===== config.mk =====
export PLATFORM = sky130hd
export DESIGN_NAME = wave_gen
export DESIGN_NICKNAME = d
export VERILOG_FILES = /design/src/rtl/wave_gen_pkg.sv /design/src/rtl/wave_gen_timer.sv /design/src/rtl/wave_gen.sv
export SDC_FILE = /design/constraint.sdc
export NUM_CORES = 1
export LEC_CHECK = 0
export CORE_MARGIN = 2
export CORE_UTILIZATION = 40
export CTS_CLUSTER_SIZE = 30
export DETAILED_ROUTE_END_ITERATION = 16
export DONT_BUFFER_PORTS = 1
export SYNTH_ARGS = -nofsm -noshare
export SYNTH_HDL_FRONTEND = slang
export SYNTH_SLANG_ARGS = --single-unit

===== constraint.sdc =====
create_clock -name Clock -period 3.45 [get_ports Clock]
set_input_delay 0.8625 -clock Clock [delete_from_list [all_inputs] [get_ports Clock]]
set_output_delay 0.8625 -clock Clock [all_outputs]
set_load 0.05 [all_outputs]

===== src/rtl/wave_gen_pkg.sv =====
// wave_gen_pkg: shared types and default sizes for the square-wave generator.
//   WAVE_WIDTH    : bit width of one half-period entry (cycles)
//   WAVE_DEPTH    : number of pattern entries (power of two)
//   wave_state_t  : playback FSM states
//   half_period_t : one half-period entry at the default width
package wave_gen_pkg;

   localparam int unsigned WAVE_WIDTH = 10;
   localparam int unsigned WAVE_DEPTH = 8;

   typedef enum logic {
      IDLE = 1'b0,
      RUN  = 1'b1
   } wave_state_t;

   typedef logic [WAVE_WIDTH-1:0] half_period_t;

endpackage


===== src/rtl/wave_gen_timer.sv =====
// wave_gen_timer: loadable half-period down-counter.
//   Clock    in  : system clock, rising edge
//   nReset   in  : asynchronous active-low reset
//   load     in  : load load_val (clamped to >= 1)
//   clear    in  : force the count to zero (playback stopped)
//   load_val in  : half-period length in cycles
//   done     out : count is 1, i.e. the current half-period ends this cycle
module wave_gen_timer
   import wave_gen_pkg::*;
#(
   parameter int unsigned WIDTH = WAVE_WIDTH
) (
   input  logic             Clock,
   input  logic             nReset,
   input  logic             load,
   input  logic             clear,
   input  logic [WIDTH-1:0] load_val,
   output logic             done
);

   localparam logic [WIDTH-1:0] ONE = WIDTH'(1);

   logic [WIDTH-1:0] cnt;

   always_ff @(posedge Clock or negedge nReset) begin
      if (!nReset) begin
         cnt <= '0;
      end else if (clear) begin
         cnt <= '0;
      end else if (load) begin
         cnt <= (load_val == '0) ? ONE : load_val;
      end else if (cnt != '0) begin
         cnt <= cnt - ONE;
      end
   end

   assign done = (cnt == ONE);

endmodule


===== src/rtl/wave_gen.sv =====
// wave_gen: programmable looping square-wave generator.
//   Clock    in  : system clock, rising edge
//   nReset   in  : asynchronous active-low reset (also clears the pattern buffer)
//   wr_en    in  : pattern buffer write strobe
//   wr_addr  in  : entry index to write
//   wr_data  in  : half-period length in cycles (0 behaves as 1)
//   last_idx in  : index of the final entry in the loop, sampled at start
//   start    in  : begin playback (ignored while running)
//   stop     in  : abort playback (wins over start)
//   one_shot in  : play the sequence once (only with WAVE_GEN_ONESHOT_EN)
//   out_wave out : generated waveform, even entries high, odd entries low
//   busy     out : high while playing
//   wrap     out : one-cycle pulse when the last entry completes
// Optional feature macro: WAVE_GEN_ONESHOT_EN adds the one_shot input.
module wave_gen
   import wave_gen_pkg::*;
#(
   parameter int unsigned WIDTH = WAVE_WIDTH,
   parameter int unsigned DEPTH = WAVE_DEPTH,
   localparam int unsigned AW   = $clog2(DEPTH)
) (
   input  logic             Clock,
   input  logic             nReset,
   input  logic             wr_en,
   input  logic [AW-1:0]    wr_addr,
   input  logic [WIDTH-1:0] wr_data,
   input  logic [AW-1:0]    last_idx,
   input  logic             start,
   input  logic             stop,
`ifdef WAVE_GEN_ONESHOT_EN
   input  logic             one_shot,
`endif
   output logic             out_wave,
   output logic             busy,
   output logic             wrap
);

   localparam logic [AW-1:0] IDX_ONE = AW'(1);

   logic [WIDTH-1:0] buff [DEPTH];
   wave_state_t      state, state_nx;
   logic [AW-1:0]    idx, idx_nx;
   logic [AW-1:0]    last_q, last_nx;
   logic [AW-1:0]    idx_adv;
   logic             at_last;
   logic             oneshot_q, oneshot_nx;
   logic             out_nx, busy_nx, wrap_nx;
   logic             tmr_load, tmr_clear, tmr_done;
   logic [WIDTH-1:0] tmr_val;

   // Buffer writes are independent of playback; a load in the same cycle
   // sees the pre-write contents.
   always_ff @(posedge Clock or negedge nReset) begin
      if (!nReset) begin
         for (int unsigned i = 0; i < DEPTH; i++) begin
            buff[i] <= '0;
         end
      end else if (wr_en) begin
         buff[wr_addr] <= wr_data;
      end
   end

   wave_gen_timer #(.WIDTH(WIDTH)) u_timer (
      .Clock    (Clock),
      .nReset   (nReset),
      .load     (tmr_load),
      .clear    (tmr_clear),
      .load_val (tmr_val),
      .done     (tmr_done)
   );

   assign at_last = (idx == last_q);
   assign idx_adv = at_last ? '0 : idx + IDX_ONE;

   always_comb begin
      state_nx   = state;
      idx_nx     = idx;
      last_nx    = last_q;
      oneshot_nx = oneshot_q;
      out_nx     = out_wave;
      busy_nx    = busy;
      wrap_nx    = 1'b0;
      tmr_load   = 1'b0;
      tmr_clear  = 1'b0;
      tmr_val    = buff[0];

      unique case (state)
         IDLE: begin
            out_nx  = 1'b0;
            busy_nx = 1'b0;
            if (start && !stop) begin
               state_nx = RUN;
               idx_nx   = '0;
               last_nx  = last_idx;
               tmr_load = 1'b1;
               tmr_val  = buff[0];
               out_nx   = 1'b1;
               busy_nx  = 1'b1;
`ifdef WAVE_GEN_ONESHOT_EN
               oneshot_nx = one_shot;
`else
               oneshot_nx = 1'b0;
`endif
            end
         end
         RUN: begin
            if (stop) begin
               state_nx  = IDLE;
               idx_nx    = '0;
               tmr_clear = 1'b1;
               out_nx    = 1'b0;
               busy_nx   = 1'b0;
            end else if (tmr_done) begin
               wrap_nx = at_last;
               if (oneshot_q && at_last) begin
                  state_nx  = IDLE;
                  idx_nx    = '0;
                  tmr_clear = 1'b1;
                  out_nx    = 1'b0;
                  busy_nx   = 1'b0;
               end else begin
                  idx_nx   = idx_adv;
                  tmr_load = 1'b1;
                  tmr_val  = buff[idx_adv];
                  out_nx   = ~idx_adv[0];
               end
            end
         end
         default: begin
            state_nx = IDLE;
         end
      endcase
   end

   always_ff @(posedge Clock or negedge nReset) begin
      if (!nReset) begin
         state     <= IDLE;
         idx       <= '0;
         last_q    <= '0;
         oneshot_q <= 1'b0;
         out_wave  <= 1'b0;
         busy      <= 1'b0;
         wrap      <= 1'b0;
      end else begin
         state     <= state_nx;
         idx       <= idx_nx;
         last_q    <= last_nx;
         oneshot_q <= oneshot_nx;
         out_wave  <= out_nx;
         busy      <= busy_nx;
         wrap      <= wrap_nx;
      end
   end

endmodule


==> results.json, run 1 <==
{
  "detail-route-antenna-nets": 0,
  "worst_ep_required_time_ns": 3.73,
  "min-delay-path-class": "input pin to asynchronous set/reset pin",
  "routed_via_density": 5.71,
  "antenna_found_initial": 0,
  "pin_count_of_the_biggest_net_entering_global_routing": 101,
  "post-dp-hpwl_mm": 7.90,
  "synth_edf_count": 0,
  "worst_r2r_endpoint": "u_timer.cnt[0]$_DFFE_PN0P_",
  "clock_tree.htree_level_count": 3,
  "areaGrowthSynthToFinish_pct": 9.63,
  "detailroute.wirelength.met2_mm": 5.35,
  "slew_viol_final": 0,
  "nNetsFinal": 454,
  "tns_ns": 0,
  "grt_first_pass_wirelength_mm": 19.2,
  "setup_violations": 0,
  "floorplan_die_width_um": 117,
  "postCtsSetupBuffers": 0,
  "top_signal_layer_used": "met4",
  "synthesis.area_per_instance_sq_um": 11.8,
  "layout_worst_path_cycle_share": 0.774,
  "postSynthRegisterBits": 100,
  "drt_wl_total_mm": 11.5,
  "cts-hold-fix-buffers": 0,
  "tightest_slew_ns": 0.888,
  "layout.cells.most_common_list": "99 x sky130_fd_sc_hd__dfrtp_1, 81 x sky130_fd_sc_hd__mux2_2, 29 x sky130_fd_sc_hd__nand2_1",
  "post_route_cells_drive_above_1_share": 0.290,
  "fmax_ghz": 0.375,
  "synth.lib_cells_used.distinct": 62,
  "remaining_drc_errors": 0,
  "finalWorstPathRequiredPeriod_ns": 2.67,
  "skew_ns": 0.00513,
  "timing.setup.critical_path_class": "flip-flop to flip-flop",
  "leakage_nw": 2.27,
  "power_per_cell_area_nw_per_um2": 615,
  "max-slew-margin-rel": 0.403,
  "detail_route.wl_per_cell_um": 18.9,
  "clockBufferDepth": 2,
  "peakVddDrop_v": 0.000264,
  "synth.net_count": 459,
  "route.met3.wl_um": 556,
  "numCtsBuffers": 9,
  "final_hold_violation_count": 0,
  "clock_sink_count": 100,
  "clk-insertion-delay-late_ns": 0.36,
  "worst_r2r_path_depth": 7,
  "effective_utilization_at_floorplan": 0.407,
  "end_kind": "flip-flop",
  "tritoncts_clock_tree": "built",
  "synthArstFlopShare": 1.00,
  "initialDrtViolationCount": 226,
  "drt_pass1_iterations": 5,
  "yosysWarnings": 0,
  "reg2reg_setup_slack_ns": 0.78,
  "setup_slack_ns": 0.781,
  "grt.overflow.total": 0,
  "critical_path.cell_chain": "or4_1 > or4_4 > nor2_2 > o31ai_1 > nor4_1 > o2111ai_1 > o221ai_2",
  "vias_in_the_first_global_route": 3582,
  "ios": 24,
  "grt_setup_unrepaired": "no",
  "die_h_um": 117,
  "gp_routability_congestion": 0.818,
  "placeableCoreArea_sq_um": 12600,
  "ctsResizeCount": 0,
  "dominantRegCellSynth": "sky130_fd_sc_hd__dfrtp_1",
  "r2r_start": "u_timer.cnt[7]$_DFFE_PN0P_",
  "worst-endpoint-arrival_ns": 2.95,
  "timing.critical_path.slowest_cell_delay_ns": 0.65,
  "row_count": 41,
  "instances_no_fill": 606,
  "max_cap_violations": 0,
  "placed_cells": 590,
  "port_buffers": 0,
  "outcome": "completed",
  "syn_area_sq_um": 5120,
  "clk_root_buffer_cell": "sky130_fd_sc_hd__clkbuf_16",
  "die_area_sq_um": 13700,
  "pre_cts_slack_ns": 0.826,
  "final_common_cell": "sky130_fd_sc_hd__dfrtp_1",
  "crit_path_max_fanout": 11,
  "critPathSlowestCell": "sky130_fd_sc_hd__or4_1",
  "grtUsageTotal": 0.187,
  "via_count": 3459,
  "number_of_standard_cells_after_synthesis": 434,
  "synth_sequential_area_ratio": 0.489,
  "wl_met1_mm": 5.37,
  "setup.worst_path.start_class": "flip-flop",
  "clkTransAtPathRegs_ns": 0.07,
  "antennaDiodeCount": 0
}
power by group:
group | switching, mW | total [mW] | internal (mW)
combinational | 0.347 | 0.744 | 0.397
sequential | 0.190 | 1.63 | 1.44
clock | 0.467 | 1.08 | 0.610
total | 1.00 | 3.45 | 2.44
sequential cells by signal (all words and copies together), names as in the netlist:
name         flops
wrap             1
busy             1
last_q           3
state            1
idx              3
out_wave         1
u_timer.cnt     10
buff            80
per-layer routing:
metal  GRT usage  up-vias
met5           0        -
met3      0.0433       14
li1            -     1603
met4      0.0643        0
met1       0.257     1775
met2       0.294       67
final cells by class:
class                   instances  area, sq um
clock buffers                  11          253
repair buffers                  9         67.6
inverters                       9         33.8
multi-input cells             300         2470
fillers                      1158         6960
clock inverters                 5         63.8
flip-flops and latches        100         2500
well taps                     172          215
synthesized netlist by cell type, drive strengths merged (4+ instances only):
cell type / count / area [sq um]
inv: 9 / 33.8
mux2: 81 / 912
nand2b: 6 / 37.5
mux4: 8 / 180
a21oi: 22 / 110
xor2: 6 / 60.1
o21ai: 12 / 60.1
dfrtp: 100 / 2500
nor2: 21 / 81.3
or3: 4 / 25.0
buf: 9 / 51.3
o22ai: 9 / 56.3
ha: 4 / 50.1
a211oi: 6 / 45.0
o31ai: 8 / 60.1
xnor2: 5 / 43.8
clkbuf: 16 / 61.3
o211ai: 4 / 30.0
nand2: 30 / 120
nor3: 11 / 60.1
mux2i: 11 / 110
logic make-up (layout without fill, tap and decap cells):
group,count (synthesis),count (layout),synth area share
AOI/OAI and AO/OA,84,84,0.110
xor gates and xnor gates,11,11,0.0203
adders and majority gates,4,4,0.00978
buffers and inverters,34,34,0.0286
DFF,100,100,0.489
muxes,100,100,0.235
and+or+nand+nor,101,101,0.107
per-stage QoR:
| stage | hold slack (ns) | area, sq um | power [mW] | util |
|---|---|---|---|---|
| floorplan | 0.466 | 5120 | 2.21 | - |
| global placement | 0.483 | 5300 | 2.36 | 0.421 |
| detailed placement | 0.486 | 5300 | 2.39 | 0.421 |
| CTS | 0.182 | 5610 | 3.48 | 0.446 |
| global route | 0.175 | 5610 | 3.65 | 0.446 |
| finish | 0.196 | 5610 | 3.45 | 0.446 |
worst max-delay path by stage:
stage	end	slack, ns	start
CTS	u_timer.cnt[0]$_DFFE_PN0P_	0.82	u_timer.cnt[7]$_DFFE_PN0P_
global route	u_timer.cnt[0]$_DFFE_PN0P_	0.62	u_timer.cnt[7]$_DFFE_PN0P_
detailed placement	u_timer.cnt[0]$_DFFE_PN0P_	0.83	u_timer.cnt[7]$_DFFE_PN0P_
finish	u_timer.cnt[0]$_DFFE_PN0P_	0.78	u_timer.cnt[7]$_DFFE_PN0P_
floorplan	u_timer.cnt[1]$_DFFE_PN0P_	1.00	u_timer.cnt[7]$_DFFE_PN0P_
global placement	u_timer.cnt[0]$_DFFE_PN0P_	0.89	u_timer.cnt[7]$_DFFE_PN0P_
critical path: cells and delay by family, from the launching register on:
kind	cells	cell delay, ns
flops	1	0.42
compound gates	3	0.50
simple gates	4	1.66
(Power assumes the default switching activity.)
==> run 2, diff against run 1 <==
Clock period 3.45 ns to 2.4 ns, I/O delays scaled along.
==> results.json, run 2 (synthesized netlist as in run 1, its figures left out) <==
{
  "clock_power_share": 0.316,
  "drt_wl_total_mm": 12.0,
  "setup.worst_path.start_class": "flip-flop",
  "via_count": 3551,
  "top_regs": "buff: 80 flops, u_timer.cnt: 10 flops",
  "outcome": "complete, but fails checks",
  "effective_utilization_at_floorplan": 0.407,
  "largest_register_ffs": 80,
  "grt_first_pass_wirelength_mm": 19.2,
  "detail_route.wl_per_cell_um": 18.8,
  "end_kind": "flip-flop",
  "slew_viol_final": 0,
  "layout_worst_path_cycle_share": 1.01,
  "critPathBufInv": 0,
  "worst-endpoint-arrival_ns": 2.69,
  "failed_checks": "negative hold slack, negative setup slack",
  "post-dp-hpwl_mm": 8.44,
  "final_hold_violation_count": 100,
  "gp_routability_congestion": 0.866,
  "routed_via_density": 5.53,
  "drt_pass1_iterations": 5,
  "areaGrowthSynthToFinish_pct": 18.6,
  "grtUsageTotal": 0.188,
  "max-slew-margin-rel": 0.514,
  "die_area_sq_um": 13700,
  "power_per_cell_area_nw_per_um2": 879,
  "detailroute.wirelength.met2_mm": 5.64,
  "pin_count_of_the_biggest_net_entering_global_routing": 101,
  "p_sw_mw": 1.48,
  "tightest_slew_ns": 0.726,
  "antennaDiodeCount": 0,
  "clock_sink_count": 100,
  "post_route_cells_drive_above_1_share": 0.387,
  "detail-route-antenna-nets": 0,
  "top_signal_layer_used": "met4",
  "initialDrtViolationCount": 243,
  "internal_power_mw": 3.86,
  "crit_path_max_fanout": 5,
  "fmax_ghz": 0.412,
  "clockBufferDepth": 2,
  "remaining_drc_errors": 0,
  "port_buffers": 0,
  "nNetsFinal": 490,
  "power.share.switching": 0.278,
  "vias_in_the_first_global_route": 3481,
  "worst_path_dominant_cell_family": "simple AND/OR/NAND/NOR gates",
  "combinationalPowerShare": 0.249,
  "top_register": "buff",
  "leakage_nw": 2.48,
  "power.sequential.fraction": 0.436,
  "grt_setup_unrepaired": "yes",
  "route.met3.wl_um": 515,
  "die_h_um": 117,
  "wl_met1_mm": 5.69,
  "antenna_found_initial": 0,
  "numCtsBuffers": 9,
  "peakVddDrop_v": 0.000381,
  "worst_ep_required_time_ns": 2.67,
  "timing.setup.critical_path_class": "flip-flop to flip-flop",
  "clkTransAtPathRegs_ns": 0.07,
  "setup_violations": 1,
  "grt.overflow.total": 0,
  "max_cap_violations": 0,
  "skew_ns": 0.00558,
  "critPathSlowestCell": "sky130_fd_sc_hd__or4_4",
  "clk-insertion-delay-late_ns": 0.35,
  "floorplan_die_width_um": 117,
  "finalCoreUtilization": 0.483,
  "finalWorstPathRequiredPeriod_ns": 2.43,
  "final_common_cell": "sky130_fd_sc_hd__dfrtp_1",
  "critical_path.most_common_cell": "sky130_fd_sc_hd__or4_4",
  "tritoncts_clock_tree": "built",
  "row_count": 41,
  "ios": 24,
  "placeableCoreArea_sq_um": 12600,
  "pre_cts_slack_ns": -0.0198,
  "timing.critical_path.slowest_cell_delay_ns": 0.58,
  "min-delay-path-class": "input pin to asynchronous set/reset pin",
  "fin_hold_ws_ns": -0.0567,
  "clock_tree.htree_level_count": 3,
  "layout.cells.most_common_list": "99 x sky130_fd_sc_hd__dfrtp_1, 81 x sky130_fd_sc_hd__mux2_2, 42 x sky130_fd_sc_hd__buf_4",
  "critical_path.cell_chain": "or4_4 > or4_4 > or2_4 > nand2_4 > mux2_2 > o22ai_2",
  "setup_slack_ns": -0.0253,
  "clk_root_buffer_cell": "sky130_fd_sc_hd__clkbuf_16"
}
==> run 2: cell types whose count changed in the layout (fill, tap and decap cells not counted), moves of 3 or more <==
cell	before	now
sky130_fd_sc_hd__buf_4	9	42
sky130_fd_sc_hd__a21oi_1	22	19
sky130_fd_sc_hd__o22ai_2	0	3
sky130_fd_sc_hd__nor3_1	10	7
sky130_fd_sc_hd__o22ai_1	9	6
sky130_fd_sc_hd__a21oi_2	0	3
==> run 2: power by group through the flow <==
stage          sequential [mW]  combinational (mW)  clock, mW
2_1_floorplan             2.28               0.909          0
6_report                  2.33                1.33       1.69
3_5_place_dp              2.35                1.20          0
5_1_grt                   2.37                1.44       1.79
4_1_cts                   2.32                1.22       1.73
3_3_place_gp              2.32                1.17          0
==> run 2: final timing paths <==
kind / from / endpoint / slack (ns) / cells past startpoint
min: nReset / out_wave$_DFFE_PN0P_ / -0.06 / 0
max: u_timer.cnt[7]$_DFFE_PN0P_ / u_timer.cnt[1]$_DFFE_PN0P_ / -0.03 / 6
min in group Clock: stop / busy$_DFFE_PN0P_ / 0.31 / 1
max reg2reg: u_timer.cnt[7]$_DFFE_PN0P_ / u_timer.cnt[1]$_DFFE_PN0P_ / -0.03 / 6
max in group asynchronous: nReset / u_timer.cnt[7]$_DFFE_PN0P_ / 2.30 / 0
min reg2reg: buff[20]$_DFFE_PN0P_ / buff[20]$_DFFE_PN0P_ / 0.50 / 1
==> run 2: worst reg2reg max path: cells and delay by family (launching register included) <==
kind / cells / cell delay [ns]
mux: 1 / 0.35
simple gates: 4 / 1.53
flops: 1 / 0.38
compound gates: 1 / 0.09
==> run 2: layout make-up <==
type / count / area (sq um)
multi-input cells: 300 / 2610
repair buffers: 45 / 358
clock inverters: 5 / 108
fillers: 1137 / 6500
flip-flops and latches: 100 / 2500
well taps: 172 / 215
clock buffers: 11 / 243
inverters: 9 / 33.8
==> run 2: routing by layer <==
| metal | GRT usage | vias up |
|---|---|---|
| li1 | - | 1663 |
| met1 | 0.264 | 1807 |
| met2 | 0.293 | 69 |
| met3 | 0.0366 | 12 |
| met4 | 0.0659 | 0 |
| met5 | 0 | - |
==> run 2: metrics by stage <==
step,power [mW],cells,cell area [sq um],TNS (ns)
final,5.34,642,6070,-0.0253
after global routing,5.61,642,6070,-0.148
after CTS,5.26,635,5880,0
after detailed placement,3.55,619,5530,-0.0250
after global placement,3.50,619,5530,0
after floorplan,3.19,434,5120,-0.0432
==> run 2: repair_timing <==
action                                  in CTS  in global routing
endpoints found under the setup margin       3                  3
cloned                                       0                  0
pin swaps                                    0                 13
gates resized for setup                      1                 25
hold endpoints to repair                   100                100
buffers inserted                             0                  7
